$ cat src/rtl/riscv_pkg.sv
// Shared RISC-V front-end definitions: branch funct3 codes, datapath width,
// reset PC and the PC sequencer state encoding.
package riscv_pkg;

    localparam int          XLEN     = 32;
    localparam logic [31:0] RESET_PC = 32'h0000_0000;

    localparam logic [2:0] F3_BEQ = 3'b000;
    localparam logic [2:0] F3_BNE = 3'b001;
    localparam logic [2:0] F3_BLT = 3'b100;
    localparam logic [2:0] F3_BGE = 3'b101;

    typedef enum logic [1:0] {
        BOOT     = 2'd0,
        RUN      = 2'd1,
        REDIRECT = 2'd2
    } pc_state_t;

endpackage

$ cat src/rtl/pc_redirect_unit_target_calc.sv
// pc_target_calc: picks the redirect base (jalr uses rs1, everything else the EX pc),
// adds the immediate modulo 2^XLEN and flags targets that are not word aligned.
module pc_target_calc #(
    parameter int XLEN = riscv_pkg::XLEN
) (
    input  logic            i_beq,
    input  logic            i_bne,
    input  logic            i_bge,
    input  logic            i_blt,
    input  logic            i_jal,
    input  logic            i_jalr,
    input  logic [XLEN-1:0] i_ex_pc,
    input  logic [XLEN-1:0] i_ex_imm,
    input  logic [XLEN-1:0] i_ex_rs1,
    output logic            o_any_taken,
    output logic [XLEN-1:0] o_target,
    output logic            o_misalign
);

    logic [XLEN-1:0] w_base;
    logic [XLEN-1:0] w_sum;

    // jal and conditional branches share the pc-relative form, so only jalr needs priority
    always_comb begin
        w_base      = i_jalr ? i_ex_rs1 : i_ex_pc;
        w_sum       = w_base + i_ex_imm;
        o_target    = i_jalr ? {w_sum[XLEN-1:1], 1'b0} : w_sum;
        o_any_taken = i_beq | i_bne | i_bge | i_blt | i_jal | i_jalr;
        o_misalign  = o_target[1];
    end

endmodule

$ cat src/rtl/pc_redirect_unit.sv
// PC sequencer: owns the fetch PC, applies EX-stage branch/jump redirects and flushes
// wrong-path IF/ID and ID/EX. Optional counters under BRANCH_STATS_EN.
module pc_redirect_unit #(
    parameter logic [31:0] RESET_PC = riscv_pkg::RESET_PC,
    parameter int          XLEN     = riscv_pkg::XLEN
) (
    input  logic            clk,
    input  logic            reset,
    input  logic            stall,
    input  logic            ex_valid,
    input  logic            beq,
    input  logic            bne,
    input  logic            bge,
    input  logic            blt,
    input  logic            jal,
    input  logic            jalr,
    input  logic [XLEN-1:0] ex_pc,
    input  logic [XLEN-1:0] ex_imm,
    input  logic [XLEN-1:0] ex_rs1,
    output logic [XLEN-1:0] pc,
    output logic [XLEN-1:0] pc_plus4,
    output logic            fetch_en,
    output logic            flush_ifid,
    output logic            flush_idex,
    output logic            misalign
`ifdef BRANCH_STATS_EN
    ,
    output logic [31:0]     stat_taken,
    output logic [31:0]     stat_redirect_cycles
`endif
);

    import riscv_pkg::*;

    pc_state_t       r_state, w_state_nxt;
    logic [XLEN-1:0] r_pc, w_pc_nxt;
    logic [XLEN-1:0] w_target;
    logic            w_any_taken, w_tgt_misalign;
    logic            w_taken, w_redirect, w_flush;

    pc_target_calc #(.XLEN(XLEN)) u_target (
        .i_beq       (beq),
        .i_bne       (bne),
        .i_bge       (bge),
        .i_blt       (blt),
        .i_jal       (jal),
        .i_jalr      (jalr),
        .i_ex_pc     (ex_pc),
        .i_ex_imm    (ex_imm),
        .i_ex_rs1    (ex_rs1),
        .o_any_taken (w_any_taken),
        .o_target    (w_target),
        .o_misalign  (w_tgt_misalign)
    );

    // EX holds a bubble during REDIRECT and nothing is in flight during BOOT
    assign w_taken    = ex_valid & w_any_taken & (r_state == RUN);
    assign w_redirect = w_taken & ~w_tgt_misalign;

    always_comb begin
        w_state_nxt = r_state;
        w_pc_nxt    = r_pc;
        fetch_en    = 1'b0;
        w_flush     = 1'b0;
        case (r_state)
            BOOT: begin
                w_state_nxt = RUN;
            end
            RUN: begin
                fetch_en = 1'b1;
                if (w_redirect) begin
                    // redirect wins over a concurrent stall
                    w_flush     = 1'b1;
                    w_pc_nxt    = w_target;
                    w_state_nxt = REDIRECT;
                end else if (!stall) begin
                    w_pc_nxt = r_pc + XLEN'(4);
                end
            end
            REDIRECT: begin
                fetch_en    = 1'b1;
                w_state_nxt = RUN;
                if (!stall) w_pc_nxt = r_pc + XLEN'(4);
            end
            default: begin
                w_state_nxt = BOOT;
            end
        endcase
    end

    always_ff @(posedge clk) begin
        if (reset) begin
            r_state <= BOOT;
            r_pc    <= XLEN'(RESET_PC);
        end else begin
            r_state <= w_state_nxt;
            r_pc    <= w_pc_nxt;
        end
    end

    assign pc         = r_pc;
    assign pc_plus4   = r_pc + XLEN'(4);
    assign flush_ifid = w_flush;
    assign flush_idex = w_flush;
    assign misalign   = w_taken & w_tgt_misalign;

`ifdef BRANCH_STATS_EN
    logic [31:0] r_stat_taken, r_stat_redir;

    always_ff @(posedge clk) begin
        if (reset) begin
            r_stat_taken <= '0;
            r_stat_redir <= '0;
        end else begin
            if (w_redirect && r_stat_taken != 32'hFFFF_FFFF)
                r_stat_taken <= r_stat_taken + 32'd1;
            if (r_state == REDIRECT && r_stat_redir != 32'hFFFF_FFFF)
                r_stat_redir <= r_stat_redir + 32'd1;
        end
    end

    assign stat_taken           = r_stat_taken;
    assign stat_redirect_cycles = r_stat_redir;
`endif

endmodule

$ cat config.mk
export PLATFORM = sky130hd
export DESIGN_NAME = pc_redirect_unit
export DESIGN_NICKNAME = d
export VERILOG_FILES = /design/src/rtl/riscv_pkg.sv /design/src/rtl/pc_redirect_unit_target_calc.sv /design/src/rtl/pc_redirect_unit.sv
export SDC_FILE = /design/constraint.sdc
export NUM_CORES = 1
export LEC_CHECK = 0
export ABC_CLOCK_PERIOD_IN_PS = 5760
export CORE_ASPECT_RATIO = 1.25
export CORE_UTILIZATION = 45
export CTS_BUF_LIST = sky130_fd_sc_hd__clkbuf_8 sky130_fd_sc_hd__clkbuf_16
export CTS_CLUSTER_SIZE = 14
export DETAILED_ROUTE_END_ITERATION = 10
export PLACE_DENSITY_LB_ADDON = 0.12
export RECOVER_POWER = 25
export SYNTH_ARGS = -nofsm -noshare
export SYNTH_HDL_FRONTEND = slang
export SYNTH_SLANG_ARGS = --single-unit
$ cat constraint.sdc
create_clock -name clk -period 5.76 [get_ports clk]
set_input_delay 1.728 -clock clk [delete_from_list [all_inputs] [get_ports clk]]
set_output_delay 1.728 -clock clk [all_outputs]
set_load 0.1 [all_outputs]
==> results.toml <==
[cts]
clk_latency_ns = 0.29
ctsHoldBuffers = 0
htreeDepth = 2
clkSlewWorstSetupHoldPaths_ns = 0.06
ctsLongestPathBuffers = 2
cts_sinks = 34
cts_tree = "done"
numCtsBuffers = 5
root_buffer = "clkbuf_16"
post_cts_buffers = 0
cts_resized = 0

[detailed_routing]
finalWirelength_um = 14010
postRouteAntennaNets = 0
num_vias = 4978
dr.pass1.iters = 7
wl_per_cell_um = 16.51
drtIter0Drc = 314
drc = 0
routed_via_density = 5.863

[logic_synthesis]
ys.flop_type = "dfxtp_1"
yosysWarnings = 0
syn_nets = 710
synth_largest_area_cell = "dfxtp_1"
synth_most_common_cell = "a21oi_1"
async_reset_ff_share_pct = 0
yosysSeqAreaShare_pct = 15.35
synth_edf_count = 0
ys_seq_elements = 34
synth_area_leaders = "dfxtp_1, ha_1, mux2_2, a21oi_1, xor2_1"
syn_area_mm2 = 0.004433
yosysTopAreaCellShare_pct = 15.35
synth_common_cells = "a21oi_1, o21ai_0, nand2_1"
synthCells = 568
ys_types = 77
syn_area_per_cell_um2 = 7.805

[global_route]
grt_use_total_pct = 27.00
overflow = 0
grt_pass1_wl_um = 22840
grt_max_degree = 38
grt_pass1_vias = 4749
grt_antenna_before_repair = 0

[floorplan]
die_area_mm2 = 0.01025
coreArea_mm2 = 0.009609
io_pins = 174
start_util_pct = 46.13
rows = 40
die_w_um = 90.78
die_h_um = 113.0

[final_layout]
drive_above_1_share_pct = 12.59
seq_area_um2 = 680.7
nFillCells = 837
multi_input_area_mm2 = 0.003503
finalNetCount = 864
area_growth_syn_to_layout_pct = 42.82
fin_util_pct = 65.89
antennaDiodeCount = 0
finish.instance_area_mm2 = 0.006331

[place]
postPlaceCellArea_mm2 = 0.006186
portBuffers = 173
dpl.hpwl_um = 11150
dp_slack_ns = 0.2670
place.gp.congestion = 0.8973

[setup_path]
start_kind = "input pin"
critPathKind = "input pin to primary output"
crit_fanout = 2
path_cells = "clkdlybuf4s50_1, mux2_2, ha_1, inv_1, fa_1, nand2_1, clkinvlp_4, buf_12"
crit_slowest_cell = "clkdlybuf4s50_1"
critPathCaptureType = "primary output"
slowest_delay_ns = 0.48
cp_top_family = "buffers and inverters"
critPathArrivalTime_ns = 3.74
crit_buf_inv = 4
cp.required_ns = 4.03

[power]
swShare_pct = 50.17
power_mw = 1.433
ir_drop_v = 0.0001229
p_per_area_mw_per_mm2 = 226.3
clkPwrFrac_pct = 19.6
power.switching_uw = 718.9
leakagePower_nw = 2.584
comb_power_share_pct = 60.4
seqPwrFrac_pct = 20.0
p_int_uw = 713.9

[sta]
finalCritPeriodShare_pct = 94.85
skew_ns = 0.009523
finalSetupTns_ns = 0
worst_slack_ns = 0.2967
layout_min_cycle_time_ns = 5.463
setup_viol = 0
rsz0062_at_grt = "false"
max_freq_mhz = 183.0
worst_pin_slew_ns = 1.020
slew-limit-headroom_pct = 31.76
finalHoldViolCount = 0
slew_viol_final = 0

[outcome]
outcome = "complete, no violations"

[run]
maxCapViolCount = 0

[hold_path]
min_path_type = "flip-flop to flip-flop"
per-stage QoR:
| stage | hold WS, ns | instances |
|---|---|---|
| final | 0.4764 | 849 |
| after detailed placement | 0.4654 | 841 |
| after floorplan | 0.4530 | 568 |
| after global routing | 0.5153 | 849 |
| after global placement | 0.4595 | 841 |
| after CTS | 0.4733 | 849 |
cell usage in the layout, fill, tap and decap left out, types with 17 or more instances in the layout:
cell type / Yosys / layout
clkdlybuf4s50_1: 0 / 131
a21oi_1: 64 / 64
ha_1: 35 / 35
a21o_1: 17 / 17
xnor2_1: 23 / 23
mux2_2: 30 / 30
nand2_1: 36 / 37
buf_4: 9 / 23
dlygate4sd3_1: 0 / 23
a211oi_1: 18 / 18
xor2_1: 32 / 32
nor2_1: 33 / 33
o21ai_0: 48 / 48
dfxtp_1: 34 / 34
path summary, 6_finish.rpt:
| path | cells past startpoint | slack (ns) | from | end |
|---|---|---|---|---|
| min | 2 | 0.48 | r_state[1]$_SDFFE_PP0P_ | r_state[1]$_SDFFE_PP0P_ |
| min reg2reg | 2 | 0.48 | r_state[1]$_SDFFE_PP0P_ | r_state[1]$_SDFFE_PP0P_ |
| max reg2reg | 10 | 2.90 | r_state[1]$_SDFFE_PP0P_ | pc[30]$_SDFFE_PP0P_ |
| max | 8 | 0.30 | jalr | flush_idex |
state kept, by name (all words and copies together) (netlist names):
signal,cells
r_state,2
pc,32
cells by family (layout without fill, tap and decap cells):
group                    Yosys count  after routing  synth area share [%]
XOR/XNOR                          55             55                 10.87
AND/OR/NAND/NOR                  162            162                 20.58
multiplexers                      33             33                 8.298
adder cells (fa/ha/maj)           36             36                 10.33
AO/OA/AOI/OAI                    199            199                 28.96
flip-flops                        34             34                 15.35
buffers and inverters             49            204                 5.616
power by group through the flow:
| stage | Clock [mW] | Sequential [mW] | Combinational, mW |
|---|---|---|---|
| 2_1_floorplan | 0 | 0.402 | 0.515 |
| 3_3_place_gp | 0 | 0.290 | 0.857 |
| 3_5_place_dp | 0 | 0.291 | 0.862 |
| 4_1_cts | 0.281 | 0.286 | 0.865 |
| 5_1_grt | 0.290 | 0.290 | 0.916 |
| 6_report | 0.280 | 0.287 | 0.866 |
metal layers:
metal	part of all wire, %	track usage (%)
met2	50	48.43
met3	5.3	2.823
met4	1.8	8.254
met1	43	33.88
met5	0	0
cell type report:
cell class              instances  area share (%)
flip-flops and latches         34           10.75
inverters                      15          0.9486
clock buffers                   6           2.194
multi-input cells             485           55.34
repair buffers                181           28.08
well taps                     126           2.490
clock inverters                 2          0.1976
worst min-delay path: cells and delay by family (launching register included):
family             cells  cell delay (ns)
DFF                    1             0.32
and+or+nand+nor        1             0.06
AOI/OAI and AO/OA      1             0.05
No activity file was read; power rests on OpenSTA's default activity.
